<file path="config.mk">
export PLATFORM = sky130hd
export DESIGN_NAME = des_cbc_ctrl
export DESIGN_NICKNAME = d
export VERILOG_FILES = /design/src/rtl/des_cbc_ctrl.sv
export SDC_FILE = /design/constraint.sdc
export NUM_CORES = 1
export LEC_CHECK = 0
export CORE_AREA = 4 4 198 200
export DETAILED_ROUTE_END_ITERATION = 7
export DIE_AREA = 0 0 202 204
export PLACE_DENSITY = 0.88
export SLEW_MARGIN = 15
export SYNTH_ARGS = -nofsm -noshare
export SYNTH_HDL_FRONTEND = slang
export SYNTH_SLANG_ARGS = --single-unit
</file>
<file path="constraint.sdc">
create_clock -name CLK -period 2 [get_ports CLK]
set_clock_uncertainty 0.2 [all_clocks]
set_input_delay 0.3 -clock CLK [delete_from_list [all_inputs] [get_ports CLK]]
set_output_delay 0.3 -clock CLK [all_outputs]
set_load 0.02 [all_outputs]
</file>
<file path="src/rtl/des_cbc_ctrl.sv">
// CBC/ECB block sequencer for one iterative 17-cycle DES core.
// Holds key/IV/chain state, does the chaining XORs and recovers from a hung core by timeout.
module des_cbc_ctrl #(
    parameter int TIMEOUT = 32
) (
    input  logic        CLK,
    input  logic        RSTn,
    input  logic [63:0] key_in,
    input  logic        key_ld,
    input  logic [63:0] iv_in,
    input  logic        iv_ld,
    input  logic        enc,
    input  logic        cbc,
    output logic        cfg_rdy,
    input  logic [63:0] din,
    input  logic        din_vld,
    output logic        din_rdy,
    output logic [63:0] dout,
    output logic        dout_vld,
    input  logic        dout_rdy,
    output logic        err,
    output logic [63:0] core_din,
    output logic [63:0] core_key,
    output logic        core_drdy,
    output logic        core_krdy,
    output logic        core_enc,
    output logic        core_en,
    output logic        core_rstn,
    input  logic [63:0] core_dout,
    input  logic        core_bsy,
    input  logic        core_dvld,
    output logic [2:0]  dbg_state
);

    localparam int CNT_W = $clog2(TIMEOUT + 1);

    typedef enum logic [2:0] {
        S_IDLE  = 3'd0,
        S_KEY   = 3'd1,
        S_LOAD  = 3'd2,
        S_WAIT  = 3'd3,
        S_OUT   = 3'd4,
        S_FLUSH = 3'd5
    } state_t;

    state_t state, next_state;

    logic [63:0]      key_r, chain_r, din_r, core_din_r, dout_r;
    logic             key_ok, enc_r, cbc_r, dout_vld_r, err_r, core_rstn_r, core_en_r;
    logic             bsy_seen;
    logic [CNT_W-1:0] wait_cnt;
    logic             accept, core_done, timed_out;

    // Handshakes: a transfer happens on a rising CLK edge where both valid and ready are high.
    assign accept    = (state == S_IDLE) && key_ok && !key_ld && !iv_ld && din_vld;
    // A Dvld left over from the previous block is ignored until BSY has been seen for this one.
    assign core_done = (state == S_WAIT) && bsy_seen && core_dvld && !core_bsy;
    assign timed_out = (state == S_WAIT) && !core_done && (wait_cnt == CNT_W'(TIMEOUT - 1));

    always_ff @(posedge CLK or negedge RSTn) begin
        if (!RSTn) state <= S_IDLE;
        else       state <= next_state;
    end

    always_comb begin
        next_state = state;
        case (state)
            S_IDLE: begin
                if (key_ld)      next_state = S_KEY;
                else if (iv_ld)  next_state = S_IDLE;
                else if (accept) next_state = S_LOAD;
            end
            S_KEY:   next_state = S_IDLE;
            S_LOAD:  next_state = S_WAIT;
            S_WAIT: begin
                if (core_done)      next_state = S_OUT;
                else if (timed_out) next_state = S_FLUSH;
            end
            S_OUT:   if (dout_rdy) next_state = S_IDLE;
            S_FLUSH: next_state = S_IDLE;
            default: next_state = S_IDLE;
        endcase
    end

    always_comb begin
        cfg_rdy   = (state == S_IDLE);
        din_rdy   = (state == S_IDLE) && key_ok && !key_ld && !iv_ld;
        core_drdy = (state == S_LOAD);
        core_krdy = (state == S_KEY);
    end

    always_ff @(posedge CLK or negedge RSTn) begin
        if (!RSTn) begin
            key_r       <= '0;
            chain_r     <= '0;
            din_r       <= '0;
            core_din_r  <= '0;
            dout_r      <= '0;
            key_ok      <= 1'b0;
            enc_r       <= 1'b0;
            cbc_r       <= 1'b0;
            dout_vld_r  <= 1'b0;
            err_r       <= 1'b0;
            core_rstn_r <= 1'b0;
            core_en_r   <= 1'b0;
            bsy_seen    <= 1'b0;
            wait_cnt    <= '0;
        end else begin
            core_en_r   <= 1'b1;
            core_rstn_r <= (next_state != S_FLUSH);
            if (state == S_IDLE && key_ld) begin
                key_r <= key_in;
                err_r <= 1'b0;
            end else if (state == S_IDLE && iv_ld) begin
                chain_r <= iv_in;
            end
            if (state == S_KEY) key_ok <= 1'b1;
            if (accept) begin
                enc_r      <= enc;
                cbc_r      <= cbc;
                din_r      <= din;
                core_din_r <= (enc && cbc) ? (din ^ chain_r) : din;
            end
            if (state == S_LOAD) begin
                wait_cnt <= '0;
                bsy_seen <= 1'b0;
            end else if (state == S_WAIT) begin
                wait_cnt <= wait_cnt + 1'b1;
                if (core_bsy) bsy_seen <= 1'b1;
            end
            if (core_done) begin
                dout_vld_r <= 1'b1;
                if (enc_r) begin
                    dout_r <= core_dout;
                    if (cbc_r) chain_r <= core_dout;
                end else begin
                    dout_r <= cbc_r ? (core_dout ^ chain_r) : core_dout;
                    if (cbc_r) chain_r <= din_r;
                end
            end
            if (timed_out) err_r <= 1'b1;
            if (state == S_OUT && dout_rdy) dout_vld_r <= 1'b0;
        end
    end

    assign dout      = dout_r;
    assign dout_vld  = dout_vld_r;
    assign err       = err_r;
    assign core_din  = core_din_r;
    assign core_key  = key_r;
    assign core_enc  = enc_r;
    assign core_en   = core_en_r;
    assign core_rstn = core_rstn_r;
    assign dbg_state = state;

endmodule

</file>
## Yosys cells after proc, flatten, opt, wreduce, memory -nomap -nowiden

Cells that the tools add are included.

| storage, ports and cells | value |
|---|---|
| logic and storage cells | 72 |
| output and inout port bits | 204 |
| register bits after elaboration | 337 |

| cells by class | value |
|---|---|
| muxes and demuxes | 25 |
| reductions and logical operators | 23 |
| bitwise logic cells | 2 |
| equal/unequal tests | 6 |
| add/sub/neg operators | 1 |

Operator list:

| cell | number |
|---|---|
| 64-bit two-way mux | 9 |
| 64-bit XOR | 2 |
| 3-bit two-way mux | 6 |
| 1-bit logical AND | 13 |
| 6-bit two-way mux | 2 |
| 3-bit one-hot mux with 4 select lines | 1 |
| 2-bit nonzero test | 4 |
| 1-bit two-way mux | 7 |
| 6-bit by 1-bit adder with 6-bit output, second input constant | 1 |
| 3-bit by 2-bit equality test with 1-bit output, second input constant | 2 |
| 6-bit by 5-bit equality test with 1-bit output, second input constant | 1 |
| 1-bit zero test | 4 |
| 3-bit by 1-bit equality test with 1-bit output, second input constant | 1 |
| 3-bit equality test, second input constant | 1 |
| 3-bit zero test | 1 |
| 3-bit inequality test, second input constant | 1 |
| 2-bit AND reduction | 1 |

## Depth between registers and ports, before layout

Gate-level depths: netlist of run 1.

| depth | value |
|---|---|
| depth in word-level cells | 11 |
| mapped depth | 7 |
| gate-level depth less buffers | 4 |

## Worst setup path before layout of run 1

OpenSTA, ideal clock, no wires.

| timing path | value |
|---|---|
| kind | register -> register |
| from | register state[1], in the netlist dbg_state[1] |
| to | register key_r[10], in the netlist core_key[10] |
| stages on the path, launching flop included | 7 |
| arrival | 2,135 ps |
| period minus slack after synthesis | 2,460 ps |
| slack | -460 ps |
| cell sequence | dfrtp_1 buf_2 nor3_1 and2_1 buf_2 buf_4 mux2_2 |

| between the ends | value |
|---|---|
| word-level cells in the longest chain between the ends | 2 |

Ends and longest elaborated chain:

| what | line | text |
|---|---|---|
| start: declaration | 46 | `state_t state, next_state;` |
| start signal: assignment | 62 | `else state <= next_state;` |
| 3-bit zero test | -- |  |
| net cfg_rdy | 14 | `output logic cfg_rdy,` |
| 1-bit logical AND | 111 | `if (state == S_IDLE && key_ld) begin` |
| end signal: assignment | 112 | `key_r <= key_in;` |
| end: declaration | 48 | `logic [63:0] key_r, chain_r, din_r, core_din_r, dout_r;` |

The timed path passes the listed nets, and every way through them passes these cells.
A chain may end at the register's enable or synchronous reset.

## Final worst setup path of run 1

| timing path | value |
|---|---|
| from | register state[0], in the netlist dbg_state[0] |
| to | register din_r[6] |

| between the ends | value |
|---|---|
| word-level cells in the longest chain between the ends | 5 |

Ends and longest elaborated chain:

| what | line | text |
|---|---|---|
| 3-bit zero test | 55 | `assign accept = (state == S_IDLE) && key_ok && !key_ld && !iv_ld && din_vld;` |
| 1-bit logical AND (4 in a row) | 55 |  |
| end signal: assignment | 121 | `din_r <= din;` |
| end: declaration | 48 |  |

No other way between the ends.

==> impl_metrics.json, run 1 <==
{
  "synth_top_area_frac": 0.519,
  "grt_pass1_vias": 15500,
  "final_area_mm2": 0.0248,
  "wl_per_cell_um": 29.1,
  "hold_viol": 0,
  "hpwl_um": 39600,
  "io_pins": 470,
  "grt_max_degree": 72,
  "avgViaCountPerCell": 6.17,
  "cts_max_level": 2,
  "ys_async_sr_fraction": 1.00,
  "clock-root-buffer": "clkbuf_16",
  "gp_congestion": 0.859,
  "synth-simple-area-share": 0.108,
  "final-seq-area_mm2": 0.00844,
  "vias": 15200,
  "cts_tree": "done",
  "finalSetupViolCount": 261,
  "fillers": 2579,
  "worst_ep_arrival_time_ps": 2440,
  "synth_cells": 1425,
  "grt_overflow": 0,
  "synth_fa_ha_area_frac": 0.000770,
  "first_pass_iters": 7,
  "dieArea_mm2": 0.0412,
  "slowest_delay_ps": 460,
  "yosys.area.top_type": "dfrtp_1",
  "startpoint_type": "flip-flop",
  "period_share": 1.10,
  "total_power_uw": 37700,
  "drv_cap": 0,
  "critPathSlowestCell": "dfrtp_2",
  "post_synth_num_cell_types": 42,
  "ys_seq_area_frac": 0.519,
  "fin_nets": 2189,
  "worst_slew_pin_slew_ps": 971,
  "clkTransAtPathRegs_ps": 60,
  "synth_compound_area_frac": 0.0893,
  "area_delta_synth_final_pct": 52.2,
  "end_kind": "flip-flop",
  "ys_ff_latch": 337,
  "placed_area_mm2": 0.0220,
  "grt_pass1_wl_um": 94400,
  "critPathRequiredTime_ps": 2230,
  "cts_max_path_buffers": 3,
  "status": "complete, but fails checks",
  "path_class": "reg -> reg",
  "muxShareOfSynthArea": 0.176,
  "cp_top_family": "buffers and inverters",
  "r2r_slack_ps": -200,
  "antenna_found_initial": 9,
  "hp-class": "in -> async",
  "max_slew_margin": 0.352,
  "fmax_mhz": 454,
  "leakagePower_uw": 0.0113,
  "critPathBufInv": 3,
  "synth_area_per_cell_um2": 11.4,
  "syn-num-nets": 1692,
  "synth_edf_count": 0,
  "cts_sinks": 337,
  "portBuffers": 469,
  "drc": 0,
  "vdd_drop_max_v": 0.000946,
  "final_layout_size_suffix_gt1_frac": 0.228,
  "fp-row-count": 71,
  "drt_iter0_drc": 1547,
  "rsz0062_at_grt": "true",
  "die_w_um": 202,
  "netlist_area_mm2": 0.0163,
  "multi_input_area_mm2": 0.00800,
  "period_minus_slack_ps": 2200,
  "start_util": 0.435,
  "die_h_um": 204,
  "yosys_warnings": 0,
  "synthXorXnorAreaFrac": 0.0690,
  "clock_latency_ps": 550,
  "violations": "negative setup slack",
  "crit_chain": "nor4_4 > buf_6 > nand4_4 > buf_12 > clkbuf_16 > mux2_1",
  "yosysMostFrequentCell": "dfrtp_1",
  "core_mm2": 0.0374,
  "grtUsageTotal": 0.295,
  "routed_wl_um": 72000,
  "cp_max_fo": 17,
  "antenna_left": 0,
  "final_max_slew_viol_count": 0,
  "p_per_area_mw_per_mm2": 1520,
  "ys_top_cells_by_count": "dfrtp_1, o21ai_0, nand3_1",
  "worst_slack_ps": -204,
  "synth_top_family_by_area": "multiplexers",
  "synthFlopType": "dfrtp_1",
  "yosys-top-cells-area": "dfrtp_1, mux2_2, o21ai_0",
  "cts_buffers": 38
}
-- path summary, 6_finish.rpt --
| check | from | end | depth (start not counted) |
|---|---|---|---|
| worst max-delay path | dbg_state[0] | din_r[6] | 6 |
| worst min-delay path | RSTn | core_key[24] | 2 |
| worst max register to register | dbg_state[0] | din_r[6] | 6 |
| worst min register to register | core_din[60] | core_din[60] | 1 |
| max in group asynchronous | RSTn | dout[61] | 4 |
| min in group CLK | iv_in[37] | chain_r[37] | 3 |
-- cell usage in the layout, fill, tap and decap left out, types with 5 or more instances in the layout --
master           Yosys  routed
clkbuf_8             0       7
buf_4                7      43
nand2_1             11      10
buf_8                0       5
o21ai_0            196     137
dlygate4sd2_1        0     195
bufinv_16            0       5
xor2_1              64      64
buf_16               0       8
o21ai_2              0      42
a31oi_1             65      65
mux2_4              10     150
and3_1              65      64
clkbuf_16            0      61
buf_6                9      13
o21ai_1              1      14
nand3_1            132     132
dfrtp_1            337     332
nand3b_1            67      67
mux2i_1             64      64
mux2_2             105      43
buf_12               0      31
diode_2              0       9
clkdlybuf4s50_1      0     261
xnor2_1             64      64
clkinv_2             0       5
clkbuf_1            86       7
-- routing by layer --
metal  GRT usage  wire length (µm)  up-vias
met5           0                11        -
met4       0.170              5270        2
met3      0.0692              7140      337
met2       0.502             34600     1163
met1       0.344             24900     7602
li1            -                 -     6141
-- layout make-up --
type,count,share of cell area
Multi-Input combinational cell,954,0.323
Tap cell,511,0.0258
Antenna cell,9,0.000910
Inverter,5,0.000758
Timing Repair Buffer,586,0.254
Clock buffer,55,0.0464
Sequential cell,337,0.341
Clock inverter,12,0.00773
-- per-stage QoR --
step / utilization / hold WS (ps) / worst slack, ps / setup TNS (ps) / cells
2_1_floorplan: - / -196 / -38.1 / -1230 / 1425
3_3_place_gp: 0.588 / 12.4 / -403 / -78430 / 2343
3_5_place_dp: 0.588 / 14.2 / -513 / -85710 / 2343
4_1_cts: 0.626 / 31.7 / -246 / -33170 / 2424
5_1_grt: 0.662 / 67.9 / -281 / -45330 / 2468
6_report: 0.662 / 44.4 / -204 / -33270 / 2469
-- flip-flops by register name (all words and copies together) (netlist names), 3 cells and up --
register	count
chain_r	64
core_din	64
core_key	64
dbg_state	3
din_r	64
dout	64
wait_cnt	6
-- cells by family after synthesis --
| logic type | Yosys count |
|---|---|
| and+or+nand+nor | 295 |
| buffers and inverters | 135 |
| other | 1 |
| muxes | 258 |
| adders and majority gates | 1 |
| xor gates and xnor gates | 128 |
| AOI/OAI and AO/OA | 270 |
| DFF | 337 |
-- what timing repair did --
action | 4_1_cts | 5_1_grt
hold buffers | 1 | 0
gates resized for setup | 247 | 237
endpoints found under the hold margin | 303 | 0
endpoints found under the setup margin | 383 | 268
pin swaps | 5 | 29
gates cloned | 5 | 29
buffers inserted | 8 | 12
-- power breakdown --
group	switching (µW)	internal, µW	leakage (µW)	total (µW)
clock	2980	4640	0.000659	7620
combinational	9280	8400	0.00653	17700
sequential	2400	10000	0.00414	12400
total	14700	23000	0.0113	37700
Note: power is estimated with default switching activity, not from simulation.
==> run 2: changes to the inputs <==
CORE_AREA = 2 2 196 198   (was 4 4 198 200)
DIE_AREA = 0 0 198 200   (was 0 0 202 204)
==> impl_metrics.json, run 2 (synthesis results as in run 1) <==
{
  "hpwl_um": 38400,
  "cp_max_fo": 5,
  "grt_pass1_wl_um": 93200,
  "drv_cap": 0,
  "period_share": 1.12,
  "leakagePower_uw": 0.0111,
  "grtUsageTotal": 0.315,
  "crit_chain": "buf_4 > buf_6 > nor3_4 > and2_4 > buf_6 > clkbuf_16 > mux2_4",
  "p_per_area_mw_per_mm2": 1500,
  "hold_viol": 0,
  "final_common_cell": "dfrtp_1",
  "critPathRequiredTime_ps": 2240,
  "die_h_um": 200,
  "fmax_mhz": 447,
  "critPathSlowestCell": "dfrtp_2",
  "clkTransAtPathRegs_ps": 60,
  "portBuffers": 469,
  "p_sw_uw": 14300,
  "routed_wl_um": 68700,
  "slowest_delay_ps": 430,
  "cts_max_level": 2,
  "cts_buffers": 39,
  "utilization": 0.656,
  "pwr-share-comb": 0.466,
  "worst_slack_ps": -239,
  "fp-row-count": 71,
  "status": "complete, but fails checks",
  "finalSetupViolCount": 258,
  "critPathBufInv": 4,
  "area_delta_synth_final_pct": 50.8,
  "avgViaCountPerCell": 6.12,
  "cts_max_path_buffers": 3,
  "drc": 0,
  "swShare": 0.390,
  "path_class": "reg -> reg",
  "antenna_found_initial": 5,
  "cts_tree": "done",
  "worst_ep_arrival_time_ps": 2480,
  "final_max_slew_viol_count": 0,
  "startpoint_type": "flip-flop",
  "core_mm2": 0.0374,
  "end_kind": "flip-flop",
  "vdd_drop_max_v": 0.000865,
  "first_pass_iters": 6,
  "fillers": 2639,
  "pwr-share-clk": 0.199,
  "gp_congestion": 0.846,
  "wl_per_cell_um": 27.9,
  "p_int_uw": 22400,
  "vias": 15100,
  "antenna_left": 0,
  "cp_top_family": "buffers and inverters",
  "grt_overflow": 0,
  "period_minus_slack_ps": 2240,
  "grt_max_degree": 68,
  "drt_iter0_drc": 1318,
  "rsz0062_at_grt": "true",
  "cts_sinks": 337,
  "multi_input_area_mm2": 0.00783,
  "dieArea_mm2": 0.0396,
  "fin_nets": 2188,
  "max_slew_margin": 0.374,
  "total_power_uw": 36700,
  "final_layout_size_suffix_gt1_frac": 0.213,
  "violations": "negative setup slack",
  "die_w_um": 198,
  "cpMostUsedCell": "buf_6",
  "clock-root-buffer": "clkbuf_16",
  "final_cell_mix": "dfrtp_1, clkdlybuf4s50_1, dlygate4sd2_1",
  "start_util": 0.435,
  "hp-class": "in -> async",
  "clock_latency_ps": 550,
  "power_frac_seq": 0.335,
  "worst_slew_pin_slew_ps": 939,
  "final-seq-area_mm2": 0.00844,
  "io_pins": 470,
  "grt_pass1_vias": 15600
}
==> run 2: cell count changes in the layout (fill, tap and decap cells not counted), sizes merged, moves of 2 or more <==
cell,previous run,this run
dlymetal6s2s,4,2
buf,104,109
bufinv,5,2
clkbuf,76,73
diode,9,4
bufbuf,0,2
==> run 2: stage by stage <==
| stage | std cells | cell area [µm²] | hold slack [ps] | worst slack, ps | setup TNS, ps |
|---|---|---|---|---|---|
| floorplan | 1425 | 16500 | -196 | -38.1 | -1230 |
| global placement | 2340 | 22000 | 23.8 | -411 | -74320 |
| detailed placement | 2340 | 22000 | 26.8 | -457 | -80180 |
| CTS | 2437 | 23800 | 53.9 | -167 | -18770 |
| global route | 2464 | 24500 | 63.3 | -247 | -42280 |
| finish | 2464 | 24500 | 71.7 | -239 | -34820 |
==> run 2: layout make-up <==
cell class / instances / share of cell area
diodes: 4 / 0.000408
clock buffers: 59 / 0.0483
clock inverters: 10 / 0.00459
inverters: 5 / 0.000765
multi-input cells: 954 / 0.319
flip-flops and latches: 337 / 0.344
well taps: 511 / 0.0261
repair buffers: 584 / 0.257
==> run 2: layer usage <==
layer,up-vias,track usage,wire [µm],share of wire
met5,-,0,13,0.00019
met4,2,0.228,5300,0.077
met3,369,0.0922,8270,0.12
met2,1241,0.516,32100,0.47
met1,7320,0.352,23100,0.34
li1,6137,-,-,-
==> run 2: timing repair <==
item | in CTS | in global routing
endpoints found under the hold margin | 280 | 0
setup buffers | 11 | 14
hold buffers | 1 | 0
cloned | 17 | 15
pin swaps | 7 | 20
setup endpoints to repair | 399 | 296
gates resized for setup | 320 | 156
==> run 2: worst paths after layout <==
path                       depth (start not counted)  slack, ps         start           end
setup / recovery                                   7       -240  dbg_state[0]  core_key[13]
hold / removal                                     2         70          RSTn  core_din[23]
setup reg to reg                                   7       -240  dbg_state[0]  core_key[13]
hold reg to reg                                    1        290  core_din[61]  core_din[61]
max in group asynchronous                          4        780          RSTn  core_key[56]
min in group CLK                                   3        130     iv_in[15]   chain_r[15]
==> run 2: worst register-to-register path: cells and delay by family (launching register included) <==
family,cells,cell delay [ps]
and+or+nand+nor,2,570
buffers and inverters,4,630
DFF,1,430
muxes,1,320
==> run 2: power by group through the flow <==
stage,clock network (µW),logic (µW),registers (µW)
after detailed placement,0,15500,12200
after CTS,7310,15500,12100
after global routing,7670,18000,12600
after global placement,0,15000,12000
after floorplan,0,6450,13900
final,7320,17100,12300
